===== src/rtl/rtc_access_sequencer.sv =====
// Bus sequencer for a multiplexed address/data RTC: arbitrates a read-burst engine and a
// single-register write port, and times each access as ADDR, GAP1, DATA and GAP2 phases.
module rtc_access_sequencer #(
  parameter int T_PH  = 8,
  parameter int T_GAP = 11,
  parameter int NREG  = 3
) (
  input  logic       clk,
  input  logic       reset,
  input  logic       rd_start,
  input  logic [7:0] rd_base,
  output logic       rd_valid,
  output logic [7:0] rd_data,
  output logic [3:0] rd_idx,
  input  logic       wr_req,
  input  logic [7:0] wr_addr,
  input  logic [7:0] wr_data,
  output logic       wr_ack,
  output logic       busy,
  output logic       cs_n,
  output logic       rd_n,
  output logic       wr_n,
  output logic       a_d,
  output logic [7:0] ad_out,
  output logic       ad_oe,
  input  logic [7:0] ad_in
);

  localparam int CMAX = (T_PH > T_GAP) ? T_PH : T_GAP;
  localparam int CW   = (CMAX > 2) ? $clog2(CMAX) : 1;

  localparam logic [CW-1:0] PH_LAST   = CW'(T_PH - 1);
  localparam logic [CW-1:0] GAP_LAST  = CW'(T_GAP - 1);
  localparam logic [CW-1:0] STRB_LAST = CW'(T_PH - 2);
  localparam logic [CW-1:0] STRB_FRST = CW'(1);

  typedef enum logic [2:0] {S_IDLE, S_ADDR, S_GAP1, S_DATA, S_GAP2} state_t;

  state_t        r_state, w_state_nxt;
  logic [CW-1:0] r_cnt, w_cnt_nxt;
  logic [3:0]    r_pend, w_pend_nxt;
  logic [3:0]    r_bidx, w_bidx_nxt;
  logic [7:0]    r_base, w_base_nxt;
  logic          r_is_wr, w_is_wr_nxt;
  logic [7:0]    r_addr, w_addr_nxt;
  logic [7:0]    r_wdata, w_wdata_nxt;
  logic [7:0]    r_rbuf, w_rbuf_nxt;

  logic          r_cs_n, r_rd_n, r_wr_n, r_a_d, r_ad_oe;
  logic [7:0]    r_ad_out;
  logic          r_rd_valid, r_wr_ack, r_busy;
  logic [7:0]    r_rd_data;
  logic [3:0]    r_rd_idx;

  logic          w_cs_n_nxt, w_rd_n_nxt, w_wr_n_nxt, w_a_d_nxt, w_ad_oe_nxt;
  logic [7:0]    w_ad_out_nxt;
  logic          w_rd_valid_nxt, w_wr_ack_nxt, w_busy_nxt;
  logic [7:0]    w_rd_data_nxt;
  logic [3:0]    w_rd_idx_nxt;
  logic          w_strb_win;

  // Outputs are computed from the next state so the registered pins line up with r_state.
  always_comb begin
    // NOTE: every signal gets a default before the case so no path leaves one unassigned (no latches).
    w_state_nxt = r_state;
    w_cnt_nxt   = r_cnt + 1'b1;
    w_pend_nxt  = r_pend;
    w_bidx_nxt  = r_bidx;
    w_base_nxt  = r_base;
    w_is_wr_nxt = r_is_wr;
    w_addr_nxt  = r_addr;
    w_wdata_nxt = r_wdata;
    w_rbuf_nxt  = r_rbuf;

    case (r_state)
      S_IDLE: begin
        w_cnt_nxt = '0;
        if (wr_req) begin
          w_state_nxt = S_ADDR;
          w_is_wr_nxt = 1'b1;
          w_addr_nxt  = wr_addr;
          w_wdata_nxt = wr_data;
        end else if (r_pend != '0) begin
          w_state_nxt = S_ADDR;
          w_is_wr_nxt = 1'b0;
          w_addr_nxt  = r_base + {4'b0000, r_bidx};
        end
      end
      S_ADDR: if (r_cnt == PH_LAST)  begin w_state_nxt = S_GAP1; w_cnt_nxt = '0; end
      S_GAP1: if (r_cnt == GAP_LAST) begin w_state_nxt = S_DATA; w_cnt_nxt = '0; end
      S_DATA: if (r_cnt == PH_LAST)  begin w_state_nxt = S_GAP2; w_cnt_nxt = '0; end
      S_GAP2: if (r_cnt == GAP_LAST) begin w_state_nxt = S_IDLE; w_cnt_nxt = '0; end
      default: begin
        w_state_nxt = S_IDLE;
        w_cnt_nxt   = '0;
      end
    endcase

    if (r_state == S_DATA && !r_is_wr && r_cnt == STRB_LAST)
      w_rbuf_nxt = ad_in;

    // A delivered read retires one pending entry; a new burst can only load an empty counter.
    if (r_rd_valid) begin
      w_pend_nxt = r_pend - 1'b1;
      w_bidx_nxt = r_bidx + 1'b1;
    end else if (rd_start && r_pend == '0) begin
      w_pend_nxt = 4'(NREG);
      w_bidx_nxt = '0;
      w_base_nxt = rd_base;
    end

    w_strb_win   = (w_cnt_nxt >= STRB_FRST) && (w_cnt_nxt <= STRB_LAST);
    w_cs_n_nxt   = !(w_state_nxt == S_ADDR || w_state_nxt == S_DATA);
    w_a_d_nxt    = (w_state_nxt != S_ADDR);
    w_wr_n_nxt   = !(w_strb_win && (w_state_nxt == S_ADDR ||
                                    (w_state_nxt == S_DATA && w_is_wr_nxt)));
    w_rd_n_nxt   = !(w_strb_win && w_state_nxt == S_DATA && !w_is_wr_nxt);
    w_ad_oe_nxt  = (w_state_nxt == S_ADDR) || (w_state_nxt == S_DATA && w_is_wr_nxt);
    w_ad_out_nxt = 8'h00;
    if (w_state_nxt == S_ADDR)
      w_ad_out_nxt = w_addr_nxt;
    else if (w_state_nxt == S_DATA && w_is_wr_nxt)
      w_ad_out_nxt = w_wdata_nxt;

    w_rd_valid_nxt = (r_state == S_DATA) && (w_state_nxt == S_GAP2) && !r_is_wr;
    w_rd_data_nxt  = w_rd_valid_nxt ? r_rbuf : r_rd_data;
    w_rd_idx_nxt   = w_rd_valid_nxt ? r_bidx : r_rd_idx;
    w_wr_ack_nxt   = (w_state_nxt == S_GAP2) && (w_cnt_nxt == GAP_LAST) && w_is_wr_nxt;
    w_busy_nxt     = (w_state_nxt != S_IDLE) || (w_pend_nxt != '0);
  end

  always_ff @(posedge clk or negedge reset) begin
    if (!reset) begin
      r_state    <= S_IDLE;
      r_cnt      <= '0;
      r_pend     <= '0;
      r_bidx     <= '0;
      r_base     <= '0;
      r_is_wr    <= 1'b0;
      r_addr     <= '0;
      r_wdata    <= '0;
      r_rbuf     <= '0;
      r_cs_n     <= 1'b1;
      r_rd_n     <= 1'b1;
      r_wr_n     <= 1'b1;
      r_a_d      <= 1'b1;
      r_ad_oe    <= 1'b0;
      r_ad_out   <= '0;
      r_rd_valid <= 1'b0;
      r_rd_data  <= '0;
      r_rd_idx   <= '0;
      r_wr_ack   <= 1'b0;
      r_busy     <= 1'b0;
    end else begin
      // NOTE: non-blocking assignments so every register samples pre-edge values.
      r_state    <= w_state_nxt;
      r_cnt      <= w_cnt_nxt;
      r_pend     <= w_pend_nxt;
      r_bidx     <= w_bidx_nxt;
      r_base     <= w_base_nxt;
      r_is_wr    <= w_is_wr_nxt;
      r_addr     <= w_addr_nxt;
      r_wdata    <= w_wdata_nxt;
      r_rbuf     <= w_rbuf_nxt;
      r_cs_n     <= w_cs_n_nxt;
      r_rd_n     <= w_rd_n_nxt;
      r_wr_n     <= w_wr_n_nxt;
      r_a_d      <= w_a_d_nxt;
      r_ad_oe    <= w_ad_oe_nxt;
      r_ad_out   <= w_ad_out_nxt;
      r_rd_valid <= w_rd_valid_nxt;
      r_rd_data  <= w_rd_data_nxt;
      r_rd_idx   <= w_rd_idx_nxt;
      r_wr_ack   <= w_wr_ack_nxt;
      r_busy     <= w_busy_nxt;
    end
  end

  assign cs_n     = r_cs_n;
  assign rd_n     = r_rd_n;
  assign wr_n     = r_wr_n;
  assign a_d      = r_a_d;
  assign ad_oe    = r_ad_oe;
  assign ad_out   = r_ad_out;
  assign rd_valid = r_rd_valid;
  assign rd_data  = r_rd_data;
  assign rd_idx   = r_rd_idx;
  assign wr_ack   = r_wr_ack;
  assign busy     = r_busy;

endmodule


===== config.mk =====
export PLATFORM = sky130hd
export DESIGN_NAME = rtc_access_sequencer
export DESIGN_NICKNAME = d
export VERILOG_FILES = /design/src/rtl/rtc_access_sequencer.sv
export SDC_FILE = /design/constraint.sdc
export NUM_CORES = 1
export LEC_CHECK = 0
export CORE_MARGIN = 2
export CORE_UTILIZATION = 47
export CTS_CLUSTER_DIAMETER = 100
export DETAILED_ROUTE_END_ITERATION = 12
export GPL_ROUTABILITY_DRIVEN = 0
export PLACE_DENSITY = 0.85
export REMOVE_ABC_BUFFERS = 1
export SLEW_MARGIN = 20
export SYNTH_ARGS = -nofsm -noshare
export SYNTH_HDL_FRONTEND = slang
export SYNTH_SLANG_ARGS = --single-unit

===== constraint.sdc =====
create_clock -name clk -period 2.1 [get_ports clk]
set_input_delay 0.315 -clock clk [delete_from_list [all_inputs] [get_ports clk]]
set_output_delay 0.315 -clock clk [all_outputs]
set_load 0.01 [all_outputs]

# Word level (Yosys, flattened, before mapping)
# Cells that the tools add are included.
[classes]
n_addsub = 4
magnitude_cmp = 2
eq_ne = 12
mux = 24
n_bitwise = 1
reduce_logical = 29
[ops]
columns = ["operator", "count"]
rows = [
  ["2-to-1 mux 8 bit", 7],
  ["2-to-1 mux 4 bit", 6],
  ["2-to-1 mux 3 bit", 6],
  ["one-hot mux 3 bit (5 select lines)", 1],
  ["logical AND 1 bit", 12],
  ["== test 3 x 2 -> 1 bit, second input constant", 3],
  ["adder 4 x 1 -> 4 bit, second input constant", 2],
  ["adder 8 x 4 -> 8 bit", 1],
  ["== test 4 x 3 -> 1 bit, second input constant", 2],
  ["== test 4 bit, second input constant", 2],
  ["one-hot mux 4 bit (2 select lines)", 1],
  ["nonzero test 4 bit", 2],
  ["== test 3 x 1 -> 1 bit, second input constant", 2],
  ["== test 3 bit, second input constant", 2],
  ["logical NOT 1 bit", 5],
  [">= comparator 4 x 1 -> 1 bit, second input constant", 1],
  ["<= comparator 4 x 3 -> 1 bit, second input constant", 1],
  ["logical NOT 4 bit", 1],
  ["OR reduction 2 bit", 2],
  ["subtractor 4 x 1 -> 4 bit, second input constant", 1],
  ["logical NOT 3 bit", 1],
  ["logical OR 1 bit", 3],
  ["2-to-1 mux 1 bit", 3],
  ["!= test 3 x 1 -> 1 bit, second input constant", 1],
  ["other kinds (4)", 4],
]
[totals]
ff_bits = 76
input_bits = 36
out_inout_bits = 28
wordCells = 92

# Longest topological paths before layout
[depth]
depth_word = 9
ltp_mapped = 9
depth_no_buf = 9

# Worst setup path before layout
# OpenSTA, ideal clock, no wires.
[synth_timing]
path_kind = "register to register"
from = "reg r_bidx[0]"
to = "reg r_ad_out[6], in the netlist ad_out[6]"
setup_ns = 0.122
t_arrival_ns = 1.919
required_ns = 1.978
path_slack_ns = 0.060
stages_incl_launch_ff = 10
path_buffers = 0
synth_period_minus_slack_ns = 2.040
cell_sequence = "dfrtp_1 -> ha_1 -> inv_1 -> fa_1 -> nand2b_1 -> a21boi_0 -> o211a_1 -> xnor2_1 -> a21oi_1 -> a32o_1"
[synth_between]
elab_chain_len = 5
[synth_rtl]
columns = ["item", "line_no", "source"]
rows = [
  ["from (decl)", "42", "logic [3:0] r_bidx, w_bidx_nxt;"],
  ["from (signal assigned)", "159", "r_bidx <= w_bidx_nxt;"],
  ["adder 8 x 4 -> 8 bit", "86", "w_addr_nxt = r_base + {4'b0000, r_bidx};"],
  ["2-to-1 mux 8 bit", "83", "end else if (r_pend != '0) begin"],
  ["2-to-1 mux 8 bit", "78", "if (wr_req) begin"],
  ["2-to-1 mux 8 bit", "75", "case (r_state)"],
  ["named net w_addr_nxt[6]", "45", "logic [7:0] r_addr, w_addr_nxt;"],
  ["2-to-1 mux 8 bit", "120", "if (w_state_nxt == S_ADDR)"],
  ["named net w_ad_out_nxt[6]", "56", "logic [7:0] w_ad_out_nxt;"],
  ["to (signal assigned)", "170", "r_ad_out <= w_ad_out_nxt;"],
  ["to (decl)", "50", "logic [7:0] r_ad_out;"],
]
# The timed path passes the listed nets, and every way through them passes these cells.
# A chain may end at the register's enable or synchronous reset.

# Final worst setup path
[layout_timing]
from = "reg r_base[0]"
to = "reg r_ad_out[6], in the netlist ad_out[6]"
[layout_between]
elab_chain_len = 5
[layout_rtl]
columns = ["item", "line_no", "source"]
rows = [
  ["from (decl)", "43", "logic [7:0] r_base, w_base_nxt;"],
  ["from (signal assigned)", "160", "r_base <= w_base_nxt;"],
  ["adder 8 x 4 -> 8 bit", "86", ""],
  ["2-to-1 mux 8 bit", "83", ""],
  ["2-to-1 mux 8 bit", "78", ""],
  ["2-to-1 mux 8 bit", "75", ""],
  ["named net w_addr_nxt[6]", "45", ""],
  ["2-to-1 mux 8 bit", "120", ""],
  ["named net w_ad_out_nxt[6]", "56", ""],
]
# The timed path passes the listed nets, and every way through them passes these cells.

==> results.sh <==
export IMPL_outcome="finished with violations"
export IMPL_failed_checks="setup timing"
export IMPL_crit_chain="ha_2 > inv_1 > fa_1 > nand2b_1 > a21boi_2 > o211a_1 > xnor2_1 > a21oi_1 > a32o_1"
export IMPL_worstPathArrival_ns=2.37
export IMPL_hpwl_um=5700
export IMPL_pwr_share_comb=0.043
export IMPL_grt_pass1_wl_um=13000
export IMPL_pin_count=64
export IMPL_fin_worst_skew_ns=0.0102
export IMPL_avgSynthCellArea_um2=11.1
export IMPL_coreArea_um2=6910
export IMPL_r2r_start="r_base[0]"
export IMPL_yosysUniqueCellTypes=54
export IMPL_cpMaxStageDelayCell="fa_1"
export IMPL_worstSetupStartpointType="flop"
export IMPL_antenna_found_initial=0
export IMPL_syn_area_um2=3390
export IMPL_tightestPinTransition_ns=0.488
export IMPL_cpPeakStageDelay_ns=0.40
export IMPL_synth_edff_count=0
export IMPL_insertion_delay_ns=0.36
export IMPL_grt_max_degree=77
export IMPL_slew_violations=0
export IMPL_area_growth_synth_to_final_pct=34.7
export IMPL_rows=30
export IMPL_power_share_switching=0.203
export IMPL_power_frac_seq=0.481
export IMPL_fmax_mhz=472
export IMPL_cts_tree="built"
export IMPL_via_per_inst=5.50
export IMPL_drtIter0Drc=201
export IMPL_hp_class="flop to flop"
export IMPL_holdPathStages=2
export IMPL_ir_worst_vdd_mv=0.364
export IMPL_die_w_um=89.0
export IMPL_post_dp_cell_area_um2=4210
export IMPL_synth_flop_cell="dfrtp_1"
export IMPL_rsz0062_at_grt="yes"
export IMPL_hp_start="r_rbuf[6]"
export IMPL_final_cell_mix="dfrtp_1, clkdlybuf4s50_1, nand2_1"
export IMPL_fp_dieH_um=89.0
export IMPL_holdPathEnd="rd_data[6]"
export IMPL_power_switching_uw=628
export IMPL_period_minus_slack_ns=2.12
export IMPL_r2r_setup_slack_ns=-0.02
export IMPL_drive_gt1_frac=0.199
export IMPL_power_density_nw_per_um2=677
export IMPL_pwr_share_clk=0.476
export IMPL_drc=0
export IMPL_grt_overflow=0
export IMPL_hold_violations=0
export IMPL_cts_max_level=3
export IMPL_final_net_count=436
export IMPL_p_int_mw=2.47
export IMPL_path_clk_slew_ns=0.08
export IMPL_worst_r2r_endpoint="ad_out[6]"
export IMPL_initial_utilization=0.491
export IMPL_wl_per_cell_um=16.9
export IMPL_setup_ws_ns=-0.0182
export IMPL_synthCells=305
export IMPL_worstSetupEndpointType="flop"
export IMPL_grt_pass1_vias=2706
export IMPL_hold_ws_ns=0.469
export IMPL_grtUsageTotal=0.219
export IMPL_power_leakage_nw=2.14
export IMPL_root_buffer="clkbuf_8"
export IMPL_n_antenna_cell=0
export IMPL_critical_path_max_fanout=2
export IMPL_ys_seq_area_frac=0.562
export IMPL_layout_commonest_cell="dfrtp_1"
export IMPL_wirelength_um=8330
export IMPL_reg2reg_depth=9
export IMPL_cp_required_ns=2.35
export IMPL_ys_async_sr_fraction=1.00
export IMPL_vias=2706
export IMPL_power_total_mw=3.10
export IMPL_cts_sinks=76
export IMPL_fin_crit_sh=1.01
export IMPL_ant_nets=0
export IMPL_ctsLongestPathBuffers=2
export IMPL_crit_type="flop to flop"
export IMPL_synth_seq_cells=76
export IMPL_setup_viol=2
export IMPL_io_buffers=63
export IMPL_die_area_um2=7920
export IMPL_slew_headroom=0.671
export IMPL_max_cap_violations=0
export IMPL_ys_warn_count=0
export IMPL_firstDrtPassIters=5
export IMPL_numCtsBuffers=9
export IMPL_design_area_um2=4570
[per-layer routing]
| metal | GRT usage | vias to the layer above | wire [um] |
|---|---|---|---|
| met5 | 0 | - | 0 |
| met2 | 0.369 | 117 | 4380 |
| li1 | - | 1237 | - |
| met3 | 0.0360 | 24 | 384 |
| met4 | 0.113 | 0 | 227 |
| met1 | 0.273 | 1328 | 3330 |
[kinds of logic (layout without fill, tap and decap cells)]
family                     after synthesis  in the layout  synth area share
buffers and inverters                   23            114            0.0310
xor gates and xnor gates                11             11            0.0284
adders and majority gates                9              9            0.0354
AOI/OAI and AO/OA                       46             46            0.0977
and+or+nand+nor                        118            118             0.174
DFF                                     76             76             0.562
muxes                                   22             22            0.0719
[timing repair]
action | in CTS | in global routing
hold endpoints to repair | 34 | 0
gates resized for setup | 3 | 10
pin swaps | 1 | 4
buffers inserted | 2 | 3
hold buffers | 1 | 0
endpoints found under the setup margin | 5 | 16
[critical path, delay by kind of cell (launching register included)]
family	cells	cell delay, ns
xor+xnor	1	0.14
flops	1	0.35
compound gates	4	0.69
buf+inv	1	0.06
fa+ha+maj	2	0.59
simple gates	1	0.19
[how the worst max path moves through the flow]
| stage | start | endpoint | slack [ns] | depth (start not counted) |
|---|---|---|---|---|
| 5_1_grt | r_state[2] | ad_out[0] | -0.12 | 5 |
| 3_5_place_dp | r_bidx[1] | ad_out[5] | -0.09 | 7 |
| 3_3_place_gp | r_bidx[0] | ad_out[6] | 0.05 | 9 |
| 2_1_floorplan | r_bidx[0] | ad_out[6] | 0.06 | 9 |
| 6_report | r_base[0] | ad_out[6] | -0.02 | 9 |
| 4_1_cts | r_base[0] | ad_out[6] | 0.02 | 9 |
[stage by stage]
stage	util	setup TNS [ns]	worst slack, ns	std cells
3_3_place_gp	0.610	0	0.0528	470
5_1_grt	0.662	-0.369	-0.122	492
2_1_floorplan	-	0	0.0598	296
6_report	0.662	-0.0301	-0.0182	492
3_5_place_dp	0.610	-0.123	-0.0880	470
4_1_cts	0.652	0	0.0189	489
[layout make-up]
cell class              instances  area [um2]
fillers                       528        2340
clock inverters                 6         136
clock buffers                  10         128
multi-input cells             206        1420
well taps                      96         120
repair buffers                 84         798
flip-flops and latches         76        1910
inverters                      14        56.3
[state kept, by name, summed over array words and instances, names as in the netlist, 3 cells and up]
register / count
r_base: 8
r_wdata: 8
rd_idx: 4
r_state: 3
ad_out: 8
r_cnt: 4
r_pend: 4
r_bidx: 4
r_rbuf: 8
rd_data: 8
r_addr: 8
[cell usage after synthesis (4+ instances only)]
cell | n | area share
dfstp_2 | 4 | 0.031
a21oi_1 | 9 | 0.013
nor3_1 | 5 | 0.0074
dfrtp_1 | 72 | 0.53
mux2_2 | 19 | 0.063
a32o_1 | 6 | 0.018
nor2_1 | 17 | 0.019
nand3_1 | 9 | 0.013
a22o_1 | 4 | 0.010
ha_1 | 8 | 0.029
xnor2_1 | 8 | 0.021
nand2_1 | 61 | 0.067
a22oi_1 | 4 | 0.0088
clkbuf_1 | 4 | 0.0044
inv_1 | 13 | 0.014
o21ai_0 | 7 | 0.010
[power by group through the flow]
| stage | sequential, mW | combinational, mW | clock (mW) |
|---|---|---|---|
| after floorplan | 1.51 | 0.0218 | 0 |
| final | 1.49 | 0.133 | 1.47 |
| after global placement | 1.51 | 0.127 | 0 |
| after CTS | 1.49 | 0.133 | 1.48 |
| after detailed placement | 1.52 | 0.130 | 0 |
| after global routing | 1.49 | 0.146 | 1.55 |
Power figures use the tool's default switching activity.
